<file path="src/rtl/spm_arb_pkg.sv">
// Shared types and the round-robin pick helper for the SPM bus arbiter.
package spm_arb_pkg;

  // Widest requester vector the pick helper can scan.
  localparam int unsigned MaxIn     = 32;
  localparam int unsigned MaxInW    = $clog2(MaxIn);
  localparam int unsigned NumInDef  = 4;
  localparam int unsigned IdxWDef   = (NumInDef > 1) ? $clog2(NumInDef) : 1;

  typedef logic [IdxWDef-1:0] idx_t;

  // First set bit of valid[num-1:0] searching upward from ptr with wrap.
  // Returns ptr when nothing is valid so the mux select stays put.
  function automatic int unsigned rr_pick(input logic [MaxIn-1:0] valid,
                                          input int unsigned      num,
                                          input int unsigned      ptr);
    int unsigned pick;
    int unsigned cand;
    logic        found;
    pick  = ptr;
    found = 1'b0;
    for (int unsigned k = 0; k < MaxIn; k++) begin
      cand = ptr + k;
      if (cand >= num) cand = cand - num;
      if (!found && (k < num) && valid[cand[MaxInW-1:0]]) begin
        pick  = cand;
        found = 1'b1;
      end
    end
    return pick;
  endfunction

endpackage

</file>
<file path="src/rtl/spm_arb_id_fifo.sv">
// In-order FIFO of requester indices for accepted-but-unanswered SPM requests.
// A push and a pop in the same cycle both take effect and leave count unchanged.
module spm_arb_id_fifo
  import spm_arb_pkg::*;
#(
  parameter int unsigned Depth  = 4,
  parameter type         item_t = idx_t
) (
  input  logic  clk,
  input  logic  rst,
  input  logic  push,
  input  item_t push_data,
  input  logic  pop,
  output item_t head,
  output logic  full,
  output logic  empty
);

  localparam int unsigned PtrW = (Depth > 1) ? $clog2(Depth) : 1;
  localparam int unsigned CntW = $clog2(Depth + 1);

  item_t           mem [Depth];
  logic [PtrW-1:0] wr_ptr;
  logic [PtrW-1:0] rd_ptr;
  logic [CntW-1:0] count;
  logic            do_push;
  logic            do_pop;

  assign full    = (count == CntW'(Depth));
  assign empty   = (count == '0);
  assign do_push = push && !full;
  assign do_pop  = pop && !empty;
  assign head    = mem[rd_ptr];

  // Storage is not reset; count alone decides what is meaningful.
  always_ff @(posedge clk) begin
    if (do_push) mem[wr_ptr] <= push_data;
  end

  // Pointer and occupancy bookkeeping.
  always_ff @(posedge clk) begin
    if (rst) begin
      wr_ptr <= '0;
      rd_ptr <= '0;
      count  <= '0;
    end else begin
      if (do_push) wr_ptr <= (wr_ptr == PtrW'(Depth - 1)) ? '0 : wr_ptr + 1'b1;
      if (do_pop)  rd_ptr <= (rd_ptr == PtrW'(Depth - 1)) ? '0 : rd_ptr + 1'b1;
      case ({do_push, do_pop})
        2'b10:   count <= count + 1'b1;
        2'b01:   count <= count - 1'b1;
        default: count <= count;
      endcase
    end
  end

endmodule

</file>
<file path="src/rtl/spm_bus_rr_arbiter.sv">
// N-to-1 round-robin arbiter in front of one SPM bank port. Requests pass
// through combinationally; a stalled request keeps its grant until accepted,
// and responses are routed back in order through an ID FIFO.
module spm_bus_rr_arbiter
  import spm_arb_pkg::*;
#(
  parameter  int unsigned NumIn          = 4,
  parameter  int unsigned AddrWidth      = 32,
  parameter  int unsigned DataWidth      = 64,
  parameter  int unsigned MaxOutstanding = 4,
  localparam int unsigned StrbWidth      = DataWidth / 8
) (
  input  logic                           clk_i,
  input  logic                           rst_i,
  input  logic [NumIn*AddrWidth-1:0]     in_addr_i,
  input  logic [NumIn-1:0]               in_we_i,
  input  logic [NumIn*DataWidth-1:0]     in_wdata_i,
  input  logic [NumIn*StrbWidth-1:0]     in_strb_i,
  input  logic [NumIn-1:0]               in_valid_i,
  output logic [NumIn-1:0]               in_ready_o,
  output logic [NumIn-1:0]               in_rvalid_o,
  output logic [NumIn*DataWidth-1:0]     in_rdata_o,
  output logic [AddrWidth-1:0]           out_addr_o,
  output logic                           out_we_o,
  output logic [DataWidth-1:0]           out_wdata_o,
  output logic [StrbWidth-1:0]           out_strb_o,
  output logic                           out_valid_o,
  input  logic                           out_ready_i,
  input  logic                           out_rvalid_i,
  input  logic [DataWidth-1:0]           out_rdata_i,
  output logic                           rsp_err_o
);

  localparam int unsigned IdxW = (NumIn > 1) ? $clog2(NumIn) : 1;
  typedef logic [IdxW-1:0] sel_t;

  sel_t rr_ptr;
  sel_t locked_idx;
  sel_t grant_rr;
  sel_t grant;
  sel_t fifo_head;
  logic lock;
  logic fifo_full;
  logic fifo_empty;
  logic fifo_pop;
  logic handshake;

  // Pick the next requester; a held lock overrides the round-robin search.
  always_comb begin
    grant_rr = sel_t'(rr_pick(MaxIn'(in_valid_i), NumIn, 32'(rr_ptr)));
    grant    = lock ? locked_idx : grant_rr;
  end

  // Forward the granted request; a full ID FIFO blocks new acceptances.
  always_comb begin
    out_addr_o  = in_addr_i[grant*AddrWidth +: AddrWidth];
    out_we_o    = in_we_i[grant];
    out_wdata_o = in_wdata_i[grant*DataWidth +: DataWidth];
    out_strb_o  = in_strb_i[grant*StrbWidth +: StrbWidth];
    out_valid_o = in_valid_i[grant] && !fifo_full;
    handshake   = out_valid_o && out_ready_i;
    in_ready_o  = '0;
    if (handshake) in_ready_o[grant] = 1'b1;
  end

  // Route each SPM response to the oldest outstanding requester.
  always_comb begin
    fifo_pop    = out_rvalid_i && !fifo_empty;
    in_rvalid_o = '0;
    if (fifo_pop) in_rvalid_o[fifo_head] = 1'b1;
    in_rdata_o  = {NumIn{out_rdata_i}};
  end

  // Grant lock for stalled requests and round-robin pointer advance.
  always_ff @(posedge clk_i) begin
    if (rst_i) begin
      lock       <= 1'b0;
      locked_idx <= '0;
      rr_ptr     <= '0;
    end else if (handshake) begin
      lock   <= 1'b0;
      rr_ptr <= (grant == sel_t'(NumIn - 1)) ? '0 : grant + 1'b1;
    end else if (out_valid_o) begin
      lock       <= 1'b1;
      locked_idx <= grant;
    end
  end

  // Sticky flag for a response arriving with nothing outstanding.
  always_ff @(posedge clk_i) begin
    if (rst_i) begin
      rsp_err_o <= 1'b0;
    end else if (out_rvalid_i && fifo_empty) begin
      rsp_err_o <= 1'b1;
    end
  end

  spm_arb_id_fifo #(
    .Depth  (MaxOutstanding),
    .item_t (sel_t)
  ) u_id_fifo (
    .clk       (clk_i),
    .rst       (rst_i),
    .push      (handshake),
    .push_data (grant),
    .pop       (fifo_pop),
    .head      (fifo_head),
    .full      (fifo_full),
    .empty     (fifo_empty)
  );

endmodule

</file>
<file path="config.mk">
export PLATFORM = sky130hd
export DESIGN_NAME = spm_bus_rr_arbiter
export DESIGN_NICKNAME = d
export VERILOG_FILES = /design/src/rtl/spm_arb_pkg.sv /design/src/rtl/spm_arb_id_fifo.sv /design/src/rtl/spm_bus_rr_arbiter.sv
export SDC_FILE = /design/constraint.sdc
export NUM_CORES = 1
export LEC_CHECK = 0
export BUFFER_PORTS_ARGS = -buffer_cell sky130_fd_sc_hd__buf_2
export CORE_AREA = 4 4 334 336
export DETAILED_ROUTE_END_ITERATION = 16
export DIE_AREA = 0 0 338 340
export GPL_ROUTABILITY_DRIVEN = 0
export GPL_TIMING_DRIVEN = 0
export PLACE_DENSITY = 0.3
export SETUP_SLACK_MARGIN = 0.05
export SLEW_MARGIN = 40
export SYNTH_ARGS = -nofsm -noshare
export SYNTH_HDL_FRONTEND = slang
export SYNTH_SLANG_ARGS = --single-unit
</file>
<file path="constraint.sdc">
create_clock -name clk_i -period 6.4 [get_ports clk_i]
set_input_delay 0 -clock clk_i [delete_from_list [all_inputs] [get_ports clk_i]]
set_output_delay 0 -clock clk_i [all_outputs]
set_load 0.01 [all_outputs]
</file>
==> metrics.txt, run 1 <==
outcome finished, final reports clean; I/O pin count 863; # DRC 0; HP Class in -> reg; setup slack, reg-to-reg 2.07 ns; Initial Utilization 6.643%; via/cell ratio 2.719; Critical Path Start Type register; Tmin final 4.532 ns; dpl ws 2.008 ns; worst-path maximum fanout 12; share of the synthesized area in the top cell type 44.98%; Bufs on Longest Clock Path 2; WL per Instance 16.80 um; FP Rows 121; Core Util, Final 12.05%; Post-Syn Area 0.007211 mm^2; core footprint 0.1086 mm^2; CTS clock-pin slew for the worst setup and hold paths 0.06 ns; Setup CP Type reg -> out; Post-Route Skew 0.008628 ns; Top Family by Delay on Critical Path buffers and inverters; CTS tree done; slowest cell on the critical path mux2i_1; Final Slew Violations 0; I/O Buffers 798; DR pass1 iterations 4; prevailing post-synth register cell dfxtp_1; number of flops mapped to enable cells by yosys 8; Critical Path Source rr_ptr[0]$_SDFFE_PP0P_; critical-path cell list buf_4 > inv_1 > ha_1 > clkbuf_1 > mux2i_1 > o22ai_2 > nand4_2 > and3_4 > nor3_2 > buf_4 > buf_2 > mux2i_1 > buf_2; GRT Util Overall 8.018%; last element of the critical path out_addr_o[26]; ANT nets after route 0; CTS resizes 0; Post-synth ARST share 0%; Final #Nets 2092; sequential area share after synthesis 7.496%; H-tree levels 1; CP Data Required Time 6.40 ns; Critical Path Stages 13; Post-CTS Hold Buffers 1; TritonCTS Buffers 3; YS warnings 0; setup tns final 0 ns; Die Y 340 um; cell area power density 498.7 mW/mm^2; VDD IR max 0.1874 mV; Worst R2R Path Depth 18; CP Buf/Inv Count 6; DR iter-0 viols 157; Leak 7.690 nW; Post-Syn Area per Cell 9.233 um^2; setup violators final 0; Routed WL 50480 um; CP endpoint kind primary output; Via Count 8168; Fmax 0.2206 GHz; layout cells sized above 1 70.39%; clock root buffer clkbuf_16; FF-to-FF End u_id_fifo.count[2]$_SDFFE_PP0P_; Synth area leaders mux2i_1 (45%), buf_4 (27%), dfxtp_1 (4.2%); area grow syn2layout 81.36%; setup ws final 1.868 ns; CP arrival 4.53 ns; detailed-placement wirelength estimate 46540 um; pin count of the biggest net entering global routing 13; #FFs+latches synth 23; Clock Sinks 23; Clock Latency Late Sink 0.26 ns; total grt overflow 0; Pwr Total 6.521 mW; worst reg2reg path startpoint rr_ptr[0]$_SDFFE_PP0P_; Cell variety after synth 56; vias in the first global route 8393; first-pass GRT wire length 65840 um; Slew @ Worst Pin 0.7328 ns; CP max stage delay 0.69 ns; top cell type by total area after synthesis mux2i_1; Die Wd 338 um; max cap viols 0; Die ar. 0.1149 mm^2; postcts setup bufs 0; Hold Violations, Final 0; RSZ-0062 raised after global routing false; initial antenna violation count 7; Hold WS 0.02771 ns; Slew headroom 49.75%; Synth Net Count 1288; Mapped Cells 781; Final Cycle Share 70.81%
cells in the final DEF, fill, tap and decap left out, types with 2 or more instances in the layout:
master     instances
edfxtp_1           8
mux2i_1          324
buf_4            263
a22oi_1            3
nand3_1            4
xor2_1             2
clkbuf_1           3
nor2_1            15
inv_2              3
mux4_2             3
diode_2            6
nor2b_1            2
o21ai_0            3
nand2b_1           4
and2_1             9
dfxtp_1           15
a21oi_1            7
and3_4             2
o22ai_2            2
nand4_1            2
buf_6              7
ha_1              14
nand2_1           12
clkbuf_16          3
bufbuf_8           3
inv_1             12
buf_2            806
or3_1              3
nor3_1             6
o31ai_1            4
buf_12            12
metrics by stage:
stage | cells | instance area, um^2
after floorplan | 781 | 7211
after global placement | 2993 | 12970
after detailed placement | 2993 | 12970
after CTS | 2998 | 13060
after global routing | 2999 | 13070
final | 3004 | 13080
sequential cells by signal, indices dropped and copies added, names as in the netlist, named ones only:
name	cells
rr_ptr	2
u_id_fifo.wr_ptr	2
rsp_err_o	1
u_id_fifo.count	3
u_id_fifo.mem	8
locked_idx	2
lock	1
u_id_fifo.rd_ptr	2
worst reg2reg max path, cell delays in order, from the launching register on:
cell and delay [ns]:
dfxtp_1 0.50, buf_4 0.25, inv_1 0.12, ha_1 0.29, clkbuf_1 0.32, mux2i_1 0.15, o22ai_2 0.22, nand4_2 0.23
and3_4 0.25, o31ai_1 0.29, o22ai_2 0.17, buf_2 0.22, inv_2 0.06, ha_1 0.18, inv_1 0.07, fa_1 0.37
xor2_1 0.15, or3_1 0.30, a21oi_1 0.14
final cells by class:
type                            instances  area [um^2]
Timing Repair Buffer                  799         4004
Buffer                                297         2409
Inverter                               15        56.30
Sequential cell                        23        540.5
Clock buffer                            4        78.83
Fill cell                           12630        95470
Tap cell                             1414         1769
Multi-Input combinational cell        446         4205
Antenna cell                            6        15.01
synthesized netlist by cell type (2+ instances only):
master / instances
o21ai_0: 3
ha_1: 14
or3_1: 3
nor2_1: 15
nor3_1: 6
nand4_1: 2
buf_2: 8
o22ai_2: 2
a21oi_1: 7
inv_1: 12
and3_4: 2
bufbuf_8: 3
buf_4: 263
nor2b_1: 2
dfxtp_1: 15
buf_6: 7
nand2b_1: 4
clkbuf_1: 2
and2_1: 9
buf_12: 12
nand3_1: 4
nand2_1: 12
xor2_1: 2
edfxtp_1: 8
mux4_2: 3
mux2i_1: 324
o31ai_1: 4
a22oi_1: 3
inv_2: 3
logic make-up (layout without fill, tap and decap cells):
logic type | after synthesis | in the layout | synth area share, %
mux | 331 | 331 | 46.80
buf+inv | 312 | 1115 | 34.18
simple gates | 65 | 65 | 4.876
compound gates | 33 | 33 | 3.696
flops | 23 | 23 | 7.496
fa+ha+maj | 15 | 15 | 2.707
xor+xnor | 2 | 2 | 0.2430
other cells | 0 | 6 | 0
power breakdown:
group          total [mW]  internal (mW)  switching, mW
Clock               0.136         0.0850         0.0506
Combinational        6.13           2.59           3.54
Sequential          0.255          0.211         0.0435
layer usage:
layer  GRT usage (%)  vias to the layer above  part of all wire (%)
met3           1.697                       12                   7.8
met4          0.3839                        2                  0.31
met2           14.61                      400                    50
met5               0                        -                 0.026
li1                -                     4102                     -
met1           10.11                     3652                    42
worst min path at each step:
stage	start	slack, ns	depth (start not counted)	endpoint
floorplan	out_rdata_i[0]	0.09	1	in_rdata_o[0]
global placement	out_rdata_i[63]	0.19	2	in_rdata_o[191]
detailed placement	out_rdata_i[25]	0.19	2	in_rdata_o[153]
CTS	out_ready_i	0.02	2	locked_idx[1]$_SDFFE_PP0P_
global route	out_ready_i	0.04	2	locked_idx[1]$_SDFFE_PP0P_
finish	out_ready_i	0.03	2	locked_idx[1]$_SDFFE_PP0P_
Note: power is estimated with default switching activity, not from simulation.
==> run 2, diff against run 1 <==
- clock period: 6.4 -> 4.6 ns (I/O delays scaled with it)
==> run 2 against run 1 <==
Power grew 39%. Routed wire length barely moved. Critical path depth decreased by 1. Critical path type unchanged.
==> metrics.txt, run 2 (synthesis results as in run 1) <==
Routed WL 50500 um; ANT nets after route 0; via/cell ratio 2.724; Worst R2R Path Depth 17; cell area power density 694.9 mW/mm^2; Max Used Layer met5; setup tns final 0 ns; setup violators final 0; I/O Buffers 798; detailed-placement wirelength estimate 46540 um; layout cells sized above 1 70.56%; Tmin final 4.308 ns; DR pass1 iterations 4; metal2 WL 25300 um; Fillers 12630; Leak 7.684 nW; setup slack, reg-to-reg 0.49 ns; dpl ws 0.2075 ns; worst-path maximum fanout 12; Switching Fraction 55.75%; I/O pin count 863; WL per Instance 16.81 um; max cap viols 0; Largest regs u_id_fifo.mem: 8 flops, u_id_fifo.count: 3 flops; TritonCTS Buffers 3; pin count of the biggest net entering global routing 13; Via Count 8183; Die Wd 338 um; RSZ-0062 raised after global routing false; commonest non-fill, non-tap cell in the layout buf_2; register name with the most flops u_id_fifo.mem; CP Data Required Time 4.60 ns; CP endpoint kind primary output; Finished Cell Area 0.01308 mm^2; Routed met3 length 4131 um; DR iter-0 viols 164; Fmax 0.2321 GHz; HP Class in -> reg; # DRC 0; initial antenna violation count 7; Post-Route Skew 0.008812 ns; Setup CP Type reg -> out; last element of the critical path out_addr_o[26]; Final #Nets 2091; Placed Area 0.01297 mm^2; Clock Sinks 23; FF-to-FF End u_id_fifo.count[2]$_SDFFE_PP0P_; vias in the first global route 8393; total grt overflow 0; area grow syn2layout 81.43%; Slew headroom 49.73%; setup ws final 0.2924 ns; CTS tree done; Bufs on Longest Clock Path 2; Seq pwr share 3.9%; worst reg2reg path startpoint rr_ptr[0]$_SDFFE_PP0P_; outcome finished, final reports clean; Critical Path Source rr_ptr[0]$_SDFFE_PP0P_; GRT Util Overall 8.018%; Worst Min Path Start out_ready_i; postcts setup bufs 0; Metal-1 WL 20910 um; flip-flop count of the largest register after layout 8; Pwr Total 9.091 mW; P_int 4.023 mW; Die ar. 0.1149 mm^2; Logic pwr share 94.0%; CTS clock-pin slew for the worst setup and hold paths 0.06 ns; VDD IR max 0.2609 mV; Initial Utilization 6.643%; CP arrival 4.31 ns; FP Rows 121; Hold Violations, Final 0; Die Y 340 um; Critical Path Start Type register; H-tree levels 1; Core Util, Final 12.05%; Final Slew Violations 0; Clock Latency Late Sink 0.26 ns; Sw Pwr 5.068 mW; clock root buffer clkbuf_16; Final Cycle Share 93.64%; core footprint 0.1086 mm^2; Slew @ Worst Pin 0.7331 ns; commonest cells after routing, fill and taps aside buf_2 (806), mux2i_1 (323), buf_4 (263); clock power share 2.1%; first-pass GRT wire length 65840 um
==> run 2: changes by cell type in the layout (fill, tap and decap cells not counted) <==
cell	before	now
mux2i_2	0	1
ha_2	0	1
mux2i_1	324	323
diode_2	6	7
clkbuf_1	3	2
ha_1	14	13
==> run 2: metrics by stage <==
step                      hold slack [ns]  instances
after detailed placement           0.1851       2993
after CTS                         0.01657       2998
after floorplan                   0.09177        781
after global placement             0.1860       2993
after global routing              0.03665       2998
final                             0.02749       3004
==> run 2: worst min-delay path by stage <==
stage                                      end  slack [ns]  cells after the start
floorplan                        in_rdata_o[0]        0.09                      1
finish              locked_idx[1]$_SDFFE_PP0P_        0.03                      2
global placement               in_rdata_o[191]        0.19                      2
CTS                 locked_idx[1]$_SDFFE_PP0P_        0.02                      2
detailed placement             in_rdata_o[153]        0.19                      2
global route        locked_idx[1]$_SDFFE_PP0P_        0.04                      2
==> run 2: repair_timing <==
item | CTS | global route
resized for setup | 1 | 1
hold buffers | 1 | 0
endpoints found under the hold margin | 1 | 0
endpoints found under the setup margin | 1 | 16
==> run 2: power by group through the flow <==
stage / clock network [mW] / logic, mW / registers, mW
3_5_place_dp: 0 / 8.93 / 0.362
5_1_grt: 0.200 / 9.27 / 0.367
2_1_floorplan: 0 / 5.23 / 0.338
4_1_cts: 0.196 / 8.96 / 0.358
6_report: 0.189 / 8.55 / 0.355
3_3_place_gp: 0 / 8.95 / 0.364
==> run 2: final cells by class <==
| cell class | instances | area, um^2 | share of cell area (%) |
|---|---|---|---|
| tap | 1414 | 1769 | 13.52 |
| antenna | 7 | 17.52 | 0.1339 |
| clock buffer | 4 | 78.83 | 0.6025 |
| sequential | 23 | 540.5 | 4.132 |
| multi-input combinational | 446 | 4212 | 32.19 |
| timing repair buffer | 799 | 4004 | 30.60 |
| buffer | 296 | 2405 | 18.38 |
| inverter | 15 | 56.30 | 0.4304 |
==> run 2: worst max-delay path, cell delays in order, from the launching register on <==
cell and delay (ns):
dfxtp_1 0.49, buf_4 0.25, inv_1 0.12, ha_2 0.44, mux2i_1 0.11, o22ai_2 0.21, nand4_2 0.23, and3_4 0.25
nor3_2 0.16, buf_4 0.30, buf_2 0.48, mux2i_1 0.69, buf_2 0.27
==> run 2: routing by layer <==
layer / global-route usage (%) / vias up
met5: 0 / -
met1: 10.11 / 3654
met3: 1.697 / 12
met2: 14.61 / 412
met4: 0.3839 / 2
li1: - / 4103
==> run 3, diff against run 2 <==
- clock period: 4.6 -> 4.8 ns (I/O delays scaled with it)
==> run 3 against run 2 <==
Clock skew about the same. Critical path type unchanged. Critical endpoint unchanged. Design area about the same. Register-to-register slack got worse by 0.02 ns.
==> metrics.txt, run 3 (synthesis results as in run 1) <==
outcome finished, final reports clean; Leak 7.686 nW; DR iter-0 viols 163; Bufs on Longest Clock Path 2; commonest cells after routing, fill and taps aside buf_2 (806), mux2i_1 (323), buf_4 (263); initial antenna violation count 7; total grt overflow 0; area grow syn2layout 81.45%; Sw Pwr 4.860 mW; worst-path maximum fanout 12; commonest non-fill, non-tap cell in the layout buf_2; vias in the first global route 8393; Hold Violations, Final 0; Final Slew Violations 0; CP Data Required Time 4.80 ns; first-pass GRT wire length 65840 um; via/cell ratio 2.718; Slew headroom 49.75%; CP arrival 4.56 ns; Largest regs u_id_fifo.mem: 8 flops, u_id_fifo.count: 3 flops; core footprint 0.1086 mm^2; Slew @ Worst Pin 0.7328 ns; Die Y 340 um; setup slack, reg-to-reg 0.47 ns; cell area power density 665.8 mW/mm^2; met3 GRT Util 1.697%; clock power share 2.1%; met2 Use GR 14.61%; Critical Path Start Type register; Clock Latency Late Sink 0.26 ns; postcts setup bufs 0; VDD IR max 0.2499 mV; GRT Util Overall 8.018%; global routing's busiest layer met2; WHS Path Cells 2; setup tns final 0 ns; CTS clock-pin slew for the worst setup and hold paths 0.06 ns; layout cells sized above 1 70.45%; Clock Sinks 23; flip-flop count of the largest register after layout 8; Routed WL 50480 um; TritonCTS Buffers 3; CP endpoint kind primary output; Seq pwr share 3.9%; ANT nets after route 0; CTS tree done; Fmax 0.2195 GHz; register name with the most flops u_id_fifo.mem; FP Rows 121; I/O pin count 863; Final Cycle Share 94.93%; Logic pwr share 94.0%; DR pass1 iterations 4; clock root buffer clkbuf_16; P_int 3.851 mW; Die Wd 338 um; I/O Buffers 798; Via Count 8168; WL per Instance 16.80 um; Worst R2R Path Depth 18; Initial Utilization 6.643%; H-tree levels 1; RSZ-0062 raised after global routing false; HP Class in -> reg; # DRC 0; max cap viols 0; Die ar. 0.1149 mm^2; detailed-placement wirelength estimate 46540 um; global routing met1 resource utilization 10.11%; Tmin final 4.557 ns; Final #Nets 2092; Setup CP Type reg -> out; pin count of the biggest net entering global routing 13; Switching Fraction 55.79%; setup violators final 0; Fillers 12630; Post-Route Skew 0.008628 ns; Pwr Total 8.712 mW
==> run 3: cell types whose count changed in the layout (fill, tap and decap cells not counted) <==
cell | previous run | this run
ha_1 | 13 | 14
ha_2 | 1 | 0
clkbuf_1 | 2 | 3
==> run 3: worst paths after layout <==
path	startpoint	endpoint
min reg2reg	u_id_fifo.rd_ptr[1]$_SDFFE_PP0P_	register
min	out_ready_i	locked_idx[1]$_SDFFE_PP0P_
max reg2reg	rr_ptr[0]$_SDFFE_PP0P_	u_id_fifo.count[2]$_SDFFE_PP0P_
max	rr_ptr[0]$_SDFFE_PP0P_	out_addr_o[26]
==> run 3: what timing repair did <==
item / 4_1_cts / 5_1_grt
hold buffers: 1 / 0
gates resized for setup: 0 / 1
endpoints found under the hold margin: 1 / 0
endpoints found under the setup margin: 0 / 1
==> run 3: final cells by class <==
type / count / area (um^2) / share of cell area [%]
flip-flops and latches: 23 / 540.5 / 4.131
diodes: 7 / 17.52 / 0.1339
well taps: 1414 / 1769 / 13.52
multi-input cells: 446 / 4209 / 32.17
plain buffers: 297 / 2409 / 18.41
repair buffers: 799 / 4004 / 30.60
inverters: 15 / 56.30 / 0.4303
clock buffers: 4 / 78.83 / 0.6025
==> run 3: critical path, cell delays in order, from the launching register on <==
cell      delay [ns]
dfxtp_1         0.50
buf_4           0.25
inv_1           0.12
ha_1            0.29
clkbuf_1        0.32
mux2i_1         0.15
o22ai_2         0.22
nand4_2         0.23
and3_4          0.25
nor3_2          0.16
buf_4           0.32
buf_2           0.49
mux2i_1         0.69
buf_2           0.27
==> run 3: metrics by stage <==
| stage | hold slack [ns] | std cells | util (%) | cell area (um^2) | setup WS [ns] |
|---|---|---|---|---|---|
| after global routing | 0.03665 | 2999 | 12.04 | 13070 | 0.06540 |
| after floorplan | 0.09177 | 781 | - | 7211 | 1.045 |
| final | 0.02771 | 3005 | 12.05 | 13080 | 0.2434 |
| after CTS | 0.01657 | 2998 | 12.03 | 13060 | 0.1583 |
| after detailed placement | 0.1851 | 2993 | 11.95 | 12970 | 0.4075 |
| after global placement | 0.1860 | 2993 | 11.95 | 12970 | 0.3165 |
==> run 3: power groups by stage <==
stage	clock network, mW	logic [mW]	registers [mW]
after floorplan	0	5.01	0.324
after global placement	0	8.57	0.349
after detailed placement	0	8.56	0.346
after CTS	0.188	8.58	0.343
after global routing	0.192	8.88	0.352
final	0.181	8.19	0.340
==> run 3: per-layer routing <==
layer | vias to the layer above | routed length, um
met5 | - | 13
met3 | 12 | 3931
met1 | 3648 | 21090
met4 | 2 | 155
li1 | 4106 | -
met2 | 400 | 25290
